$ cat config.mk
export PLATFORM = sky130hd
export DESIGN_NAME = ps2_mouse_sequencer
export DESIGN_NICKNAME = d
export VERILOG_FILES = /design/src/rtl/ps2_mouse_pkg.sv /design/src/rtl/ps2_watchdog_timer.sv /design/src/rtl/ps2_mouse_sequencer.sv
export SDC_FILE = /design/constraint.sdc
export NUM_CORES = 1
export LEC_CHECK = 0
export BUFFER_PORTS_ARGS = -buffer_cell sky130_fd_sc_hd__buf_2
export CAP_MARGIN = 5
export CORE_ASPECT_RATIO = 0.75
export CORE_MARGIN = 4
export CORE_UTILIZATION = 40
export DETAILED_ROUTE_END_ITERATION = 12
export PLACE_DENSITY = 0.57
export SLEW_MARGIN = 20
export SYNTH_ARGS = -nofsm -noshare
export SYNTH_HDL_FRONTEND = slang
export SYNTH_SLANG_ARGS = --single-unit
$ cat constraint.sdc
create_clock -name CLOCK_50 -period 6.1 [get_ports CLOCK_50]
set_input_delay 0.305 -clock CLOCK_50 [delete_from_list [all_inputs] [get_ports CLOCK_50]]
set_output_delay 0.305 -clock CLOCK_50 [all_outputs]
set_load 0.02 [all_outputs]
$ cat src/rtl/ps2_mouse_pkg.sv
// Shared types and byte constants for the PS/2 mouse bring-up sequencer.
// Latency: n/a (package only).
// Backpressure: n/a (package only).
package ps2_mouse_pkg;

    typedef enum logic [3:0] {
        RST_SEND = 4'd0,
        RST_ACK  = 4'd1,
        WAIT_BAT = 4'd2,
        WAIT_ID  = 4'd3,
        EN_SEND  = 4'd4,
        EN_ACK   = 4'd5,
        PKT0     = 4'd6,
        PKT1     = 4'd7,
        PKT2     = 4'd8,
        FAIL     = 4'd9
    } ps2_state_e;

    localparam logic [7:0] CMD_RESET  = 8'hFF;
    localparam logic [7:0] CMD_ENABLE = 8'hF4;
    localparam logic [7:0] RSP_ACK    = 8'hFA;
    localparam logic [7:0] RSP_BAT_OK = 8'hAA;
    localparam logic [7:0] RSP_ID     = 8'h00;

    localparam int WDT_W = 24;

    // True while streaming packets (drives the ready flag).
    function automatic logic is_pkt_state(input ps2_state_e s);
        return (s == PKT0) || (s == PKT1) || (s == PKT2);
    endfunction

endpackage

$ cat src/rtl/ps2_watchdog_timer.sv
// Loadable 24-bit down-counter; flags expiry when it reads zero while armed.
// Latency: load takes effect on the next cycle; expired is a function of the flops.
// Backpressure: none; load has priority over disarm, counter parks at zero.
//
// Ports: clk, rst_n (async active-low), load + load_val arm and preset the
// counter, disarm stops it, expired is high while armed and at zero.
module ps2_watchdog_timer
    import ps2_mouse_pkg::*;
(
    input  logic             clk,
    input  logic             rst_n,
    input  logic             load,
    input  logic [WDT_W-1:0] load_val,
    input  logic             disarm,
    output logic             expired
);

    logic [WDT_W-1:0] cnt_q, cnt_d;
    logic             armed_q, armed_d;

    always_comb begin
        cnt_d   = cnt_q;
        armed_d = armed_q;
        if (load) begin
            cnt_d   = load_val;
            armed_d = 1'b1;
        end else if (disarm) begin
            armed_d = 1'b0;
        end else if (armed_q && (cnt_q != '0)) begin
            cnt_d = cnt_q - 1'b1;
        end
    end

    always_ff @(posedge clk or negedge rst_n) begin
        if (!rst_n) begin
            cnt_q   <= '0;
            armed_q <= 1'b0;
        end else begin
            cnt_q   <= cnt_d;
            armed_q <= armed_d;
        end
    end

    assign expired = armed_q && (cnt_q == '0);

endmodule

$ cat src/rtl/ps2_mouse_sequencer.sv
// PS/2 mouse bring-up (reset, BAT, ID, enable) then 3-byte packet assembly.
// Latency: all outputs registered; packet outputs 1 cycle after the third byte.
// Backpressure: none; holds cmd_send until the transceiver reports sent/timeout.
//
// Ports: CLOCK_50/resetn clock and async active-low reset; reinit restarts
// bring-up; rx_data/rx_valid, cmd_sent, cmd_timeout come from the transceiver;
// cmd_byte/cmd_send drive it; ready, init_error report bring-up status;
// mouse_dx/dy/btn/ovf with packet_valid carry each decoded packet.
module ps2_mouse_sequencer
    import ps2_mouse_pkg::*;
#(
    parameter logic [23:0] ACK_TIMEOUT = 24'd5_000_000,
    parameter logic [23:0] BYTE_GAP    = 24'd100_000,
    parameter int          MAX_RETRIES = 3
) (
    input  logic       CLOCK_50,
    input  logic       resetn,
    input  logic       reinit,
    input  logic [7:0] rx_data,
    input  logic       rx_valid,
    input  logic       cmd_sent,
    input  logic       cmd_timeout,
    output logic [7:0] cmd_byte,
    output logic       cmd_send,
    output logic       ready,
    output logic       init_error,
    output logic [8:0] mouse_dx,
    output logic [8:0] mouse_dy,
    output logic [2:0] mouse_btn,
    output logic [1:0] mouse_ovf,
    output logic       packet_valid
);

    localparam logic [3:0] MAX_RETRY_LIM = 4'(MAX_RETRIES);

    ps2_state_e  state_q, state_d;
    logic [2:0]  retry_q, retry_d;
    logic [7:0]  cmd_byte_q, cmd_byte_d;
    logic        cmd_send_q, cmd_send_d;
    logic        ready_q, ready_d;
    logic        init_error_q, init_error_d;
    // Header byte minus the always-one sync bit: {ovf[1:0], sy, sx, btn[2:0]}.
    logic [6:0]  hdr_q, hdr_d;
    logic [7:0]  b1_q, b1_d;
    logic [8:0]  dx_q, dx_d, dy_q, dy_d;
    logic [2:0]  btn_q, btn_d;
    logic [1:0]  ovf_q, ovf_d;
    logic        pv_q, pv_d;

    logic        wd_load, wd_disarm, wd_expired;
    logic [23:0] wd_val;
    logic        retry_evt, retry_exhausted;
    ps2_state_e  retry_tgt;

    assign retry_exhausted = ({1'b0, retry_q} + 4'd1) > MAX_RETRY_LIM;

    always_comb begin
        state_d    = state_q;
        retry_d    = retry_q;
        cmd_send_d = 1'b0;
        cmd_byte_d = cmd_byte_q;
        hdr_d      = hdr_q;
        b1_d       = b1_q;
        dx_d       = dx_q;
        dy_d       = dy_q;
        btn_d      = btn_q;
        ovf_d      = ovf_q;
        pv_d       = 1'b0;
        wd_load    = 1'b0;
        wd_disarm  = 1'b0;
        wd_val     = ACK_TIMEOUT;
        retry_evt  = 1'b0;
        // Failures before the enable command restart the whole reset handshake.
        retry_tgt  = ((state_q == EN_SEND) || (state_q == EN_ACK)) ? EN_SEND : RST_SEND;

        case (state_q)
            RST_SEND, EN_SEND: begin
                if (cmd_sent) begin
                    state_d = (state_q == RST_SEND) ? RST_ACK : EN_ACK;
                    wd_load = 1'b1;
                end else if (cmd_timeout) begin
                    retry_evt = 1'b1;
                end else begin
                    // Low on the entry cycle so every (re)send starts with a rising edge.
                    cmd_send_d = 1'b1;
                end
            end
            RST_ACK, WAIT_BAT, WAIT_ID, EN_ACK: begin
                if (rx_valid) begin
                    case (state_q)
                        RST_ACK: begin
                            if (rx_data == RSP_ACK) begin
                                state_d = WAIT_BAT;
                                wd_load = 1'b1;
                            end else retry_evt = 1'b1;
                        end
                        WAIT_BAT: begin
                            if (rx_data == RSP_BAT_OK) begin
                                state_d = WAIT_ID;
                                wd_load = 1'b1;
                            end else retry_evt = 1'b1;
                        end
                        WAIT_ID: begin
                            if (rx_data == RSP_ID) begin
                                state_d   = EN_SEND;
                                retry_d   = 3'd0;
                                wd_disarm = 1'b1;
                            end else retry_evt = 1'b1;
                        end
                        default: begin
                            if (rx_data == RSP_ACK) begin
                                state_d   = PKT0;
                                wd_disarm = 1'b1;
                            end else retry_evt = 1'b1;
                        end
                    endcase
                end else if (wd_expired) begin
                    retry_evt = 1'b1;
                end
            end
            PKT0: begin
                // Bit 3 of a header is always set; anything else is a stray byte.
                if (rx_valid && rx_data[3]) begin
                    hdr_d   = {rx_data[7:4], rx_data[2:0]};
                    state_d = PKT1;
                    wd_load = 1'b1;
                    wd_val  = BYTE_GAP;
                end
            end
            PKT1: begin
                if (rx_valid) begin
                    b1_d    = rx_data;
                    state_d = PKT2;
                    wd_load = 1'b1;
                    wd_val  = BYTE_GAP;
                end else if (wd_expired) begin
                    state_d   = PKT0;
                    wd_disarm = 1'b1;
                end
            end
            PKT2: begin
                if (rx_valid) begin
                    dx_d      = {hdr_q[3], b1_q};
                    dy_d      = {hdr_q[4], rx_data};
                    btn_d     = hdr_q[2:0];
                    ovf_d     = hdr_q[6:5];
                    pv_d      = 1'b1;
                    state_d   = PKT0;
                    wd_disarm = 1'b1;
                end else if (wd_expired) begin
                    state_d   = PKT0;
                    wd_disarm = 1'b1;
                end
            end
            FAIL: begin
                wd_disarm = 1'b1;
            end
            default: begin
                state_d = RST_SEND;
                retry_d = 3'd0;
            end
        endcase

        if (retry_evt) begin
            wd_disarm = 1'b1;
            if (retry_exhausted) begin
                state_d = FAIL;
            end else begin
                state_d = retry_tgt;
                retry_d = retry_q + 3'd1;
            end
        end

        if (reinit) begin
            state_d    = RST_SEND;
            retry_d    = 3'd0;
            cmd_send_d = 1'b0;
            wd_load    = 1'b0;
            wd_disarm  = 1'b1;
        end

        if (state_d == RST_SEND)     cmd_byte_d = CMD_RESET;
        else if (state_d == EN_SEND) cmd_byte_d = CMD_ENABLE;

        ready_d      = is_pkt_state(state_d);
        init_error_d = (state_d == FAIL);
    end

    always_ff @(posedge CLOCK_50 or negedge resetn) begin
        if (!resetn) begin
            state_q      <= RST_SEND;
            retry_q      <= 3'd0;
            cmd_byte_q   <= 8'h00;
            cmd_send_q   <= 1'b0;
            ready_q      <= 1'b0;
            init_error_q <= 1'b0;
            hdr_q        <= '0;
            b1_q         <= '0;
            dx_q         <= '0;
            dy_q         <= '0;
            btn_q        <= '0;
            ovf_q        <= '0;
            pv_q         <= 1'b0;
        end else begin
            state_q      <= state_d;
            retry_q      <= retry_d;
            cmd_byte_q   <= cmd_byte_d;
            cmd_send_q   <= cmd_send_d;
            ready_q      <= ready_d;
            init_error_q <= init_error_d;
            hdr_q        <= hdr_d;
            b1_q         <= b1_d;
            dx_q         <= dx_d;
            dy_q         <= dy_d;
            btn_q        <= btn_d;
            ovf_q        <= ovf_d;
            pv_q         <= pv_d;
        end
    end

    ps2_watchdog_timer u_wdt (
        .clk      (CLOCK_50),
        .rst_n    (resetn),
        .load     (wd_load),
        .load_val (wd_val),
        .disarm   (wd_disarm),
        .expired  (wd_expired)
    );

    assign cmd_byte     = cmd_byte_q;
    assign cmd_send     = cmd_send_q;
    assign ready        = ready_q;
    assign init_error   = init_error_q;
    assign mouse_dx     = dx_q;
    assign mouse_dy     = dy_q;
    assign mouse_btn    = btn_q;
    assign mouse_ovf    = ovf_q;
    assign packet_valid = pv_q;

endmodule

==> impl_metrics.ini <==
[timing]
worst_pin_slew_ns = 0.961
max_freq_mhz = 319
finalWorstSetupSlack_ns = 2.97
setup_tns_ns = 0
grt_setup_unrepaired = no
fin_crit_sh_pct = 51.3
drv_slew = 0
hold_violations = 0
layout_min_cycle_time_ns = 3.13
setup_violations = 0
skew_ns = 0.00820
fin_hold_ws_ns = 0.128
relSlewSlack_pct = 36.0

[finish]
nFillCells = 890
final_nets = 446
drive_gt1_share_pct = 27.4
final_util_pct = 48.2
n_antenna_cell = 0
syn_to_final_growth_pct = 16.6

[yosys]
syn_area_per_cell_um2 = 10.3
synthDistinctLibCells = 57
synthFlopType = dfrtp_1
yosys-top-cells-count = 76 x dfrtp_1, 37 x mux2_2, 31 x nand2_1
synth-warning-count = 0
synth-edff-count = 0
synthesis.nets = 409
yosysTopAreaCell = dfrtp_1
ys_async_sr_fraction_pct = 100
ys_seq_area_share_pct = 47.3
synth_top_cell_area_share_pct = 47.3
synth.area.top_cells = dfrtp_1 47%, mux2_2 10%, nand2_1 2.9%, nor2_1 2.7%, a21oi_1 2.5%
yosysMostFrequentCell = dfrtp_1
syn_inst = 392
ys_ff_latch = 76
syn-cell-area_um2 = 4020

[clock_network]
clk_latency_ns = 0.34
hold_buffers = 0
cts-htree-levels = 3
cts_setup_buffers = 0
clock_sinks = 76
clockBufferDepth = 2
cts_tree = done
postCtsResizedCells = 0
cts_inserted_buffers = 9
cts_root_buf = clkbuf_16
path_clk_slew_ns = 0.06

[power_and_ir_drop]
p_leak_nw = 2.10
cellPowerDensity_nw_per_um2 = 406
ir_drop_v = 0.000173
p_total_mw = 1.90

[global_route]
antenna_found_initial = 0
grt_usage_pct = 17.3
grt_pass1_vias = 3061
grt_max_degree = 77
grt-ovfl-total = 0
grt_pass1_wl_um = 15800

[outcome]
status = completed

[drt]
top_layer = met4
first_iter_violations = 302
wl_met3_um = 700
wl_met1_um = 4570
drtPass1Iterations = 4
dr_wl_met2_um = 3920
routedWlPerCell_um = 16.6
drcViolationCount = 0
vias = 3240
viasPerCell = 5.72
postRouteAntennaNets = 0
wl_um = 9380

[setup_path]
cp.arrival_ns = 3.36
path_class = register to register
cpMaxStageDelayCell = o31ai_2
cp_slowest_stage_delay_ns = 0.68
required_ns = 6.33
path_cells = nor4_1 -> nand4_1 -> o31ai_2 -> nand2_1 -> and2_1 -> a221oi_1
worstPathMaxFanout = 11
cp-end-kind = register
startpoint_type = register

[floorplan]
start_util_pct = 41.3
chipWidth_um = 124
core_um2 = 9740
die_height_um = 94.9
fp-row-count = 31
io_pins = 49
die_area_um2 = 11700

[run]
drv_cap = 0

[placed_design]
gp_congestion = 0.938
io_buffers = 48
dpl.hpwl_um = 6530
place_ws_ns = 3.01

[min_path]
hold_path.class = input pin to asynchronous set/reset pin
[sequential cells by signal, summed over array words and instances (netlist names)]
name and flops:
u_wdt.armed_q 1, state_q 4, mouse_btn 3, cmd_send 1, packet_valid 1, mouse_dy 9, init_error 1, retry_q 3
mouse_ovf 2, b1_q 8, mouse_dx 9, hdr_q 7, cmd_byte 2, ready 1, u_wdt.cnt_q 24
[where the power goes]
group	total, mW	switching (mW)	internal (mW)
clock	0.618	0.207	0.410
sequential	0.715	0.111	0.605
combinational	0.572	0.351	0.221
[cell families (layout without fill, tap and decap cells)]
| kind of cell | Yosys count | after routing | share of synthesized area [%] |
|---|---|---|---|
| simple gates | 154 | 154 | 21.8 |
| compound gates | 80 | 80 | 14.0 |
| flops | 76 | 76 | 47.3 |
| mux | 39 | 39 | 10.9 |
| buf+inv | 34 | 76 | 3.86 |
| xor+xnor | 6 | 6 | 1.31 |
| fa+ha+maj | 3 | 3 | 0.933 |
[cell type report]
class | count | area [um2] | share of cell area, %
clock buffer | 10 | 239 | 5.09
clock inverter | 6 | 111 | 2.37
timing repair buffer | 50 | 258 | 5.49
inverter | 10 | 37.5 | 0.800
tap | 132 | 165 | 3.52
multi-input combinational | 282 | 1980 | 42.2
sequential | 76 | 1900 | 40.5
[cells in the final DEF (no fill, tap or decap), types with 5 or more instances in the layout]
master,instances
a21oi_1,20
a31oi_1,6
and3_1,5
buf_2,47
clkbuf_16,9
dfrtp_1,76
inv_1,10
mux2_2,37
nand2_1,30
nand3_1,17
nand4_1,8
nor2_1,29
nor3_1,11
nor4_1,14
o21ai_0,9
o31ai_1,5
or3_1,7
xnor2_1,6
[worst max-delay path: cells and delay by family (launching register included)]
| family | cells | cell delay [ns] |
|---|---|---|
| compound gates | 2 | 0.95 |
| flops | 1 | 0.41 |
| simple gates | 4 | 1.66 |
[per-stage QoR]
step | instance area [um2] | std cells
2_1_floorplan | 4020 | 392
3_3_place_gp | 4330 | 550
3_5_place_dp | 4330 | 550
4_1_cts | 4680 | 566
5_1_grt | 4690 | 566
6_report | 4690 | 566
[metal layers]
layer	vias up	GRT usage, %
met3	17	5.57
met4	0	5.99
li1	1538	-
met1	1562	24.9
met2	123	24.4
met5	-	0
[path summary, 6_finish.rpt]
kind / from / slack (ns) / to / cells after the start
max: u_wdt.cnt_q[12] / 2.97 / u_wdt.cnt_q[7] / 6
min: resetn / 0.13 / packet_valid / 1
max reg2reg: u_wdt.cnt_q[12] / 2.97 / u_wdt.cnt_q[7] / 6
min reg2reg: mouse_dy[3] / 0.47 / mouse_dy[3] / 2
max in group asynchronous: resetn / 5.36 / u_wdt.cnt_q[5] / 1
min in group CLOCK_50: reinit / 0.26 / retry_q[0] / 2
Note: power is estimated with default switching activity, not from simulation.
